File: config.mk
export PLATFORM = sky130hd
export DESIGN_NAME = mtimer_bank
export DESIGN_NICKNAME = d
export VERILOG_FILES = /design/src/rtl/mtimer_bank.sv
export SDC_FILE = /design/constraint.sdc
export NUM_CORES = 1
export LEC_CHECK = 0
export CAP_MARGIN = 20
export CORE_UTILIZATION = 40
export DETAILED_ROUTE_END_ITERATION = 6
export HOLD_SLACK_MARGIN = 0.06
export PLACE_DENSITY = 0.6
export REMOVE_ABC_BUFFERS = 1
export SLEW_MARGIN = 10
export SYNTH_ARGS = -nofsm -noshare
export SYNTH_HDL_FRONTEND = slang
export SYNTH_SLANG_ARGS = --single-unit
export TNS_END_PERCENT = 100
File: constraint.sdc
create_clock -name clk -period 4.6 [get_ports clk]
set_input_delay 0.69 -clock clk [delete_from_list [all_inputs] [get_ports clk]]
set_output_delay 0.69 -clock clk [all_outputs]
set_load 0.1 [all_outputs]
File: src/rtl/mtimer_bank.sv
// mtimer_bank: memory-mapped machine timer with NUM_CMP compare channels.
//
// Provides a 64-bit mtime counter advanced by a programmable prescaler,
// NUM_CMP mtimecmp registers driving level timer interrupts, per-channel
// software-interrupt bits (msip), and a hi-word snapshot that makes a
// lo-then-hi read of mtime atomic.
//
// Ports:
//   clk, rst    clock, synchronous active-high reset
//   req_i       bus access valid this cycle
//   we_i        1 = store, 0 = load
//   be_i        store byte enables
//   addr_i      byte address
//   wdata_i     store data
//   rdata_o     registered load data, held while rvalid_o is low
//   rvalid_o    pulses one cycle after a load request
//   err_o       pulses one cycle after a misaligned/unmapped access
//   tmr_irq_o   per-channel mtime >= mtimecmp, registered
//   sw_irq_o    per-channel msip bits, registered
//   mtime_o     current mtime
module mtimer_bank #(
  parameter int unsigned NUM_CMP   = 2,
  parameter int unsigned PRESC_W   = 16,
  parameter logic [31:0] BASE_ADDR = 32'h0200_0000
) (
  input  logic               clk,
  input  logic               rst,
  input  logic               req_i,
  input  logic               we_i,
  input  logic [3:0]         be_i,
  input  logic [31:0]        addr_i,
  input  logic [31:0]        wdata_i,
  output logic [31:0]        rdata_o,
  output logic               rvalid_o,
  output logic               err_o,
  output logic [NUM_CMP-1:0] tmr_irq_o,
  output logic [NUM_CMP-1:0] sw_irq_o,
  output logic [63:0]        mtime_o
);

  localparam int unsigned NumWords = 4 + 2 * NUM_CMP;

  logic [63:0]        mtime_q, mtime_d;
  logic [PRESC_W-1:0] presc_q, presc_d;
  logic [PRESC_W-1:0] cnt_q, cnt_d;
  logic [NUM_CMP-1:0] msip_q, msip_d;
  logic [31:0]        snap_q, snap_d;
  logic [63:0]        cmp_q [NUM_CMP];
  logic [63:0]        cmp_d [NUM_CMP];
  logic [31:0]        rdata_q, rdata_d;
  logic               rvalid_q, rvalid_d;
  logic               err_q, err_d;
  logic [NUM_CMP-1:0] tmr_irq_q, tmr_irq_d;
  logic [NUM_CMP-1:0] sw_irq_q, sw_irq_d;

  logic        sel, acc_ok, wr, rd, tick, mt_wr;
  logic [5:0]  word;
  logic [31:0] bmask, rd_word;

  function automatic logic [31:0] merge(input logic [31:0] old, input logic [31:0] data,
                                        input logic [31:0] mask);
    return (old & ~mask) | (data & mask);
  endfunction

  assign sel    = req_i && (addr_i[31:8] == BASE_ADDR[31:8]);
  assign word   = addr_i[7:2];
  assign acc_ok = sel && (addr_i[1:0] == 2'b00) && (32'(word) < NumWords);
  assign wr     = acc_ok && we_i;
  assign rd     = acc_ok && !we_i;
  assign bmask  = {{8{be_i[3]}}, {8{be_i[2]}}, {8{be_i[1]}}, {8{be_i[0]}}};
  assign tick   = (cnt_q == presc_q);

  always_comb begin
    mtime_d  = mtime_q;
    presc_d  = presc_q;
    msip_d   = msip_q;
    snap_d   = snap_q;
    cmp_d    = cmp_q;
    rdata_d  = rdata_q;
    rd_word  = '0;
    mt_wr    = 1'b0;
    cnt_d    = tick ? '0 : cnt_q + PRESC_W'(1);

    if (wr) begin
      case (word)
        6'd0: begin
          mtime_d[31:0] = merge(mtime_q[31:0], wdata_i, bmask);
          mt_wr         = 1'b1;
        end
        6'd1: begin
          mtime_d[63:32] = merge(mtime_q[63:32], wdata_i, bmask);
          mt_wr          = 1'b1;
        end
        6'd2: begin
          presc_d = PRESC_W'(merge(32'(presc_q), wdata_i, bmask));
          cnt_d   = '0;
        end
        6'd3: msip_d = NUM_CMP'(merge(32'(msip_q), wdata_i, bmask));
        default: begin
          for (int i = 0; i < NUM_CMP; i++) begin
            if (word == 6'(4 + 2 * i)) cmp_d[i][31:0]  = merge(cmp_q[i][31:0], wdata_i, bmask);
            if (word == 6'(5 + 2 * i)) cmp_d[i][63:32] = merge(cmp_q[i][63:32], wdata_i, bmask);
          end
        end
      endcase
    end

    // A store to either mtime half suppresses the whole increment.
    if (!mt_wr && tick) mtime_d = mtime_q + 64'd1;

    if (rd) begin
      case (word)
        6'd0: begin
          rd_word = mtime_q[31:0];
          snap_d  = mtime_q[63:32];
        end
        6'd1: rd_word = snap_q;
        6'd2: rd_word = 32'(presc_q);
        6'd3: rd_word = 32'(msip_q);
        default: begin
          for (int i = 0; i < NUM_CMP; i++) begin
            if (word == 6'(4 + 2 * i)) rd_word = cmp_q[i][31:0];
            if (word == 6'(5 + 2 * i)) rd_word = cmp_q[i][63:32];
          end
        end
      endcase
    end

    // Faulting loads return zero; stores leave rdata untouched.
    if (sel && !we_i) rdata_d = rd_word;
    rvalid_d = sel && !we_i;
    err_d    = sel && !acc_ok;

    for (int i = 0; i < NUM_CMP; i++) tmr_irq_d[i] = (mtime_d >= cmp_d[i]);
    sw_irq_d = msip_d;
  end

  always_ff @(posedge clk) begin
    if (rst) begin
      mtime_q   <= '0;
      presc_q   <= '0;
      cnt_q     <= '0;
      msip_q    <= '0;
      snap_q    <= '0;
      for (int i = 0; i < NUM_CMP; i++) cmp_q[i] <= '1;
      rdata_q   <= '0;
      rvalid_q  <= 1'b0;
      err_q     <= 1'b0;
      tmr_irq_q <= '0;
      sw_irq_q  <= '0;
    end else begin
      mtime_q   <= mtime_d;
      presc_q   <= presc_d;
      cnt_q     <= cnt_d;
      msip_q    <= msip_d;
      snap_q    <= snap_d;
      cmp_q     <= cmp_d;
      rdata_q   <= rdata_d;
      rvalid_q  <= rvalid_d;
      err_q     <= err_d;
      tmr_irq_q <= tmr_irq_d;
      sw_irq_q  <= sw_irq_d;
    end
  end

  assign rdata_o   = rdata_q;
  assign rvalid_o  = rvalid_q;
  assign err_o     = err_q;
  assign tmr_irq_o = tmr_irq_q;
  assign sw_irq_o  = sw_irq_q;
  assign mtime_o   = mtime_q;

endmodule

==> results of run 1 <==
-- how the worst min path moves through the flow --
stage | from | endpoint | slack, ns | cells after the start
2_1_floorplan | snap_q[0] | snap_q[0] | 0.43 | 2
5_1_grt | snap_q[7] | snap_q[7] | 0.47 | 2
4_1_cts | snap_q[29] | snap_q[29] | 0.46 | 2
3_3_place_gp | snap_q[22] | snap_q[22] | 0.44 | 2
6_report | snap_q[30] | snap_q[30] | 0.46 | 2
3_5_place_dp | snap_q[11] | snap_q[11] | 0.45 | 2
-- cells by family after synthesis --
family,after synthesis,share of synthesized area
AND/OR/NAND/NOR,789,0.2233
AO/OA/AOI/OAI,476,0.1816
flip-flops,294,0.3476
multiplexers,179,0.1092
adder cells (fa/ha/maj),127,0.09384
buffers and inverters,125,0.02889
XOR/XNOR,30,0.01552
-- report_power, final --
group	switching, mW	leakage (nW)	total (mW)	internal (mW)
logic	0.199	7.97	0.311	0.112
clock network	1.19	0.607	3.04	1.85
registers	0.00302	2.37	2.55	2.55
total	1.39	10.9	5.90	4.51
-- registers in the layout (all words and copies together) (netlist names), named ones only --
name       count
err_o          1
rvalid_o       1
mtime_o       64
rdata_o       32
tmr_irq_o      2
cmp_q        128
cnt_q         16
snap_q        32
-- per-layer routing --
| metal | up-vias | GRT usage | share of wire | wire [um] |
|---|---|---|---|---|
| met5 | - | 0 | 0 | 0 |
| met4 | 0 | 0.1494 | 0.045 | 3146 |
| met3 | 181 | 0.04539 | 0.063 | 4421 |
| met2 | 688 | 0.5448 | 0.47 | 33080 |
| met1 | 8595 | 0.3922 | 0.42 | 29260 |
| li1 | 8409 | - | - | - |
-- Yosys cell counts (29+ instances only) --
| cell | instances | area share |
|---|---|---|
| a22oi_1 | 32 | 0.014 |
| nand2_1 | 312 | 0.069 |
| nor2_1 | 172 | 0.038 |
| a2111oi_0 | 36 | 0.019 |
| nor3_1 | 46 | 0.014 |
| a21o_1 | 35 | 0.016 |
| a21oi_1 | 164 | 0.048 |
| and2_1 | 29 | 0.011 |
| ha_1 | 127 | 0.094 |
| nand4_1 | 40 | 0.015 |
| clkbuf_1 | 94 | 0.021 |
| mux2i_1 | 172 | 0.10 |
| and3_1 | 33 | 0.012 |
| dfxtp_1 | 294 | 0.35 |
| o21ai_0 | 83 | 0.025 |
| nand3_1 | 70 | 0.021 |
-- metrics by stage --
stage	setup TNS, ns	cells
6_report	0	3079
5_1_grt	-0.08252	3079
4_1_cts	0	3076
3_5_place_dp	-1.117	3012
3_3_place_gp	-1.165	3012
2_1_floorplan	-1.247	1915
-- timing repair --
action                     in CTS  in global routing
gates cloned                    0                  0
setup endpoints to repair       2                  2
gates resized for setup         4                 25
buffers inserted                0                  3
pin swaps                       0                  4
-- area by class of cell --
cell class	instances	area, um2
repair buffers	561	4732
clock inverters	11	171.4
multi-input cells	1601	10720
flip-flops and latches	294	5887
well taps	539	674.4
inverters	20	77.57
fillers	3903	18510
clock buffers	53	1076
-- worst reg2reg max path: cells and delay by family, from the launching register on --
family | cells | cell delay, ns
buffers and inverters | 3 | 0.64
flip-flops | 1 | 0.44
AO/OA/AOI/OAI | 9 | 1.64
adder cells (fa/ha/maj) | 1 | 0.33
AND/OR/NAND/NOR | 6 | 1.20
==> flow_summary.toml, run 1 <==
[grt]
grt_pass1_vias = 17810
antenna_found_initial = 1
grt_max_degree = 79
grt_pass1_wl_mm = 104.7
track_usage = 0.3177
gr-total-overflow = 0

[clocking]
cts.sinks = 294
postCtsHoldBufs = 0
clk_pin_slew_ns = 0.06
cts_tree = "yes"
root_buffer = "clkbuf_16"
numCtsBuffers = 36
clock_latency_ns = 0.56
cts.htree.levels = 2
clk_path_buf_depth = 3

[placement]
pre_cts_slack_ns = -0.6410
gp_congestion = 1.021
port_buffers = 173
hpwlAfterDp_mm = 53.46
place_area_mm2 = 0.02192

[floorplan]
fp.dieArea_mm2 = 0.04316
chipWidth_um = 207.7
core-area_mm2 = 0.04185
start_util = 0.4046
placementRows = 75
ios = 174
die_y_um = 207.7

[critical_path]
critical_path_cell_count = 17
rrSetupSlack_ns = 0.26
path_cells = "clkdlybuf4s50_1 -> or3_4 -> or4_1 -> or4_4 -> o21ai_2 -> a21oi_1 -> a211oi_2 -> buf_4 -> ha_1 -> a21o_1 -> a21o_1 -> a21oi_1 -> nand2_1 -> a21o_1 -> o31ai_1 -> buf_4 -> a31oi_1"
crit_end = "tmr_irq_o[0]"
arrival_ns = 4.90
cp.required_ns = 5.02
reg2reg_to = "tmr_irq_o[1]"
path_class = "in2reg"
critPathCaptureType = "flip-flop"
crit_buf_inv = 3
cp_top_family = "compound AO/OA/AOI/OAI gates"
critical_path.most_common_cell = "a21o_1"
cp_max_fo = 4
slowest_stage = "or4_1"
r2r_cells = 19
crit_start = "addr_i[7]"
rr_startpoint = "mtime_o[14]"
startpoint_type = "input port"
slowest_delay_ns = 0.54

[routing]
drc_errors = 0
firstDrtPassIters = 6
vias = 17870
first_iter_violations = 1285
wl_per_cell_um = 22.71
wirelength_mm = 69.91
drtAntennaViolNets = 0
viasPerCell = 5.805

[power]
vdd_ir_drop_max_v = 0.0003080
leakage_nw = 10.95
cellPowerDensity_mw_per_mm2 = 252.8
finalPower_mw = 5.901

[synth]
yosys_warnings = 0
synth-edff-count = 0
ys.flop_type = "dfxtp_1"
async_reset_ff_frac = 0
netlist_instances = 2020
synth_area_mm2 = 0.01693
syn_avg_cell_area_um2 = 8.382
ys_ff_latch = 294
synth.distinct_cells = 78
synth-seq-area-share = 0.3476

[finish]
final_util = 0.5577
nets = 2713
insertedDiodeCount = 0
syn_to_final_growth_pct = 37.85
final_cell_mix = "buf_4, nand2_1, dfxtp_1, mux2i_1, clkdlybuf4s50_1"
final_area_mm2 = 0.02334
layout_commonest_cell = "buf_4"
drive_gt1_frac = 0.2071

[sta]
drv_slew = 0
hold_violations = 0
fin_crit_ns = 4.478
skew_ns = 0.02249
setup_viol = 0
rsz0062_at_grt = "yes"
fin_crit_sh = 0.9736
worst_slew_pin_slew_ns = 0.9894
postLayoutSetupSlackWorst_ns = 0.1216
whs_ns = 0.4552
max_freq_mhz = 223.3
maxSlewHeadroom = 0.3384

[run]
drv_cap = 0

[outcome]
status = "finished, final reports clean"

[min_path]
min_path_type = "reg2reg"
(Power assumes the default switching activity.)
==> run 2: changes to the inputs <==
CORE_MARGIN = 3   (was default)
SETUP_SLACK_MARGIN = 0.3   (was default)
==> flow_summary.toml, run 2 (synthesis results as in run 1) <==
[placement]
port_buffers = 173
place_inst = 3004
hpwlAfterDp_mm = 51.88
gp_congestion = 0.9789
pre_cts_slack_ns = -0.8917

[routing]
wirelength_mm = 69.30
drc_errors = 0
first_iter_violations = 1335
drtAntennaViolNets = 0
wl_per_cell_um = 22.22
firstDrtPassIters = 5
viasPerCell = 5.811
vias = 18130

[finish]
nets = 2760
seqCellArea_mm2 = 0.005898
drive_gt1_frac = 0.2636
syn_to_final_growth_pct = 44.90
layout_commonest_cell = "buf_4"
multi_input_area_mm2 = 0.01133
final_cell_mix = "buf_4, nand2_1, dfxtp_1, mux2i_1, nor2_1"
insertedDiodeCount = 0
nFillCells = 3664
fin_cells = 3119
regMostFlops = "cmp_q"
largest_reg_flops = 128

[grt]
antenna_found_initial = 1
grt_max_degree = 101
track_usage = 0.3008
grt_pass1_vias = 18100
gr-total-overflow = 0
grt_pass1_wl_mm = 104.3

[floorplan]
ios = 174
placementRows = 74
fp.dieArea_mm2 = 0.04484
chipWidth_um = 211.7
start_util = 0.4100
die_y_um = 211.7
core-area_mm2 = 0.04129

[critical_path]
rr_startpoint = "cnt_q[9]"
arrival_ns = 4.75
rrSetupSlack_ns = 0.41
r2r_cells = 20
reg2reg_to = "tmr_irq_o[1]"
cp_max_fo = 6
path_class = "in2reg"
cp.required_ns = 5.09
startpoint_type = "input port"
critPathCaptureType = "flip-flop"

[power]
seq_power_share = 0.423
leakage_nw = 11.52
clockPowerShare = 0.524
p_comb_frac = 0.052
cell_internal_pwr_mw = 4.643
cellPowerDensity_mw_per_mm2 = 245.7
p_switching_mw = 1.385
vdd_ir_drop_max_v = 0.0001860
swShare = 0.2298

[sta]
max_freq_mhz = 234.8
worst_slew_pin_slew_ns = 1.122
fin_crit_sh = 0.9258
hold_violations = 0
setup_viol = 0
rsz0062_at_grt = "yes"
postLayoutSetupSlackWorst_ns = 0.3415
maxSlewHeadroom = 0.2498
skew_ns = 0.04067
drv_slew = 0
setup_tns_ns = 0
fin_crit_ns = 4.259

[clocking]
postCtsHoldBufs = 0
cts_tree = "yes"
clock_latency_ns = 0.57
cts.htree.levels = 2
cts.sinks = 294
numCtsBuffers = 36
root_buffer = "clkbuf_16"
clk_path_buf_depth = 3
clk_pin_slew_ns = 0.06

[min_path]
hold_end = "snap_q[27]"
min_path_type = "reg2reg"
hp-start = "snap_q[27]"
min_path_cells = 2

[run]
drv_cap = 0

[outcome]
status = "finished, final reports clean"
==> run 2: cell count changes in the layout (fill, tap and decap cells not counted), moves of 9 or more <==
cell / delta
buf_4: +28
a21oi_1: -12
nand2_1: -12
clkdlybuf4s50_1: -25
dfxtp_1: -9
buf_6: +13
nor2_1: -13
a21oi_2: +11
nand2_2: +9
nor4_2: +9
nor4_1: -10
dfxtp_2: +9
dlymetal6s2s_1: +25
nor2_2: +11
==> run 2: power groups by stage <==
stage	sequential (mW)	combinational, mW	clock [mW]
2_1_floorplan	2.62	0.0700	0
3_3_place_gp	2.61	0.296	0
3_5_place_dp	2.61	0.297	0
4_1_cts	2.55	0.304	3.20
5_1_grt	2.55	0.329	3.29
6_report	2.55	0.315	3.16
==> run 2: final cells by class <==
type,count,share of cell area
multi-input combinational,1602,0.4620
inverter,20,0.003162
clock inverter,14,0.01030
sequential,294,0.2404
timing repair buffer,607,0.2144
clock buffer,50,0.04258
tap,532,0.02713
==> run 2: worst max path at each step <==
stage | from | end | slack [ns] | cells past startpoint
final | addr_i[1] | tmr_irq_o[1] | 0.34 | 20
after detailed placement | addr_i[7] | tmr_irq_o[0] | -0.89 | 20
after CTS | addr_i[7] | tmr_irq_o[0] | 0.29 | 18
after global placement | addr_i[7] | tmr_irq_o[0] | -0.89 | 20
after global routing | mtime_o[31] | tmr_irq_o[0] | 0.26 | 19
after floorplan | addr_i[25] | tmr_irq_o[0] | -0.72 | 16
==> run 2: worst max-delay path, cell delays in order <==
cell             delay, ns
clkdlybuf4s50_1       0.41
or2_4                 0.24
or2_4                 0.28
buf_6                 0.12
nor4_4                0.23
buf_6                 0.19
and3_4                0.22
buf_6                 0.09
nand2_1               0.06
o22ai_2               0.25
nor2_4                0.08
buf_4                 0.13
ha_1                  0.29
nand4_1               0.10
or2_2                 0.32
buf_4                 0.15
nor4_2                0.27
nand4_1               0.17
a311o_1               0.34
o211ai_1              0.11
==> run 2: per-stage QoR <==
stage	util	total power, mW	hold WS [ns]	area, um2
finish	0.5941	6.028	0.4535	24530
global route	0.5941	6.174	0.4727	24530
CTS	0.5788	6.058	0.4565	23900
detailed placement	0.5301	2.905	0.4485	21890
global placement	0.5301	2.904	0.4433	21890
floorplan	-	2.694	0.4271	16520
==> run 2: routing by layer <==
layer	up-vias	part of all wire	global-route usage
li1	8519	-	-
met1	8728	0.42	0.3840
met2	701	0.47	0.5079
met3	177	0.069	0.04475
met4	0	0.043	0.1284
met5	-	0	0
==> run 2: what timing repair did <==
item                                    in CTS  in global routing
gates resized for setup                     99                115
hold endpoints to repair                     0                  0
buffers inserted                            27                 21
endpoints found under the setup margin       2                  2
pin swaps                                   41                 72
gates cloned                                 2                  0
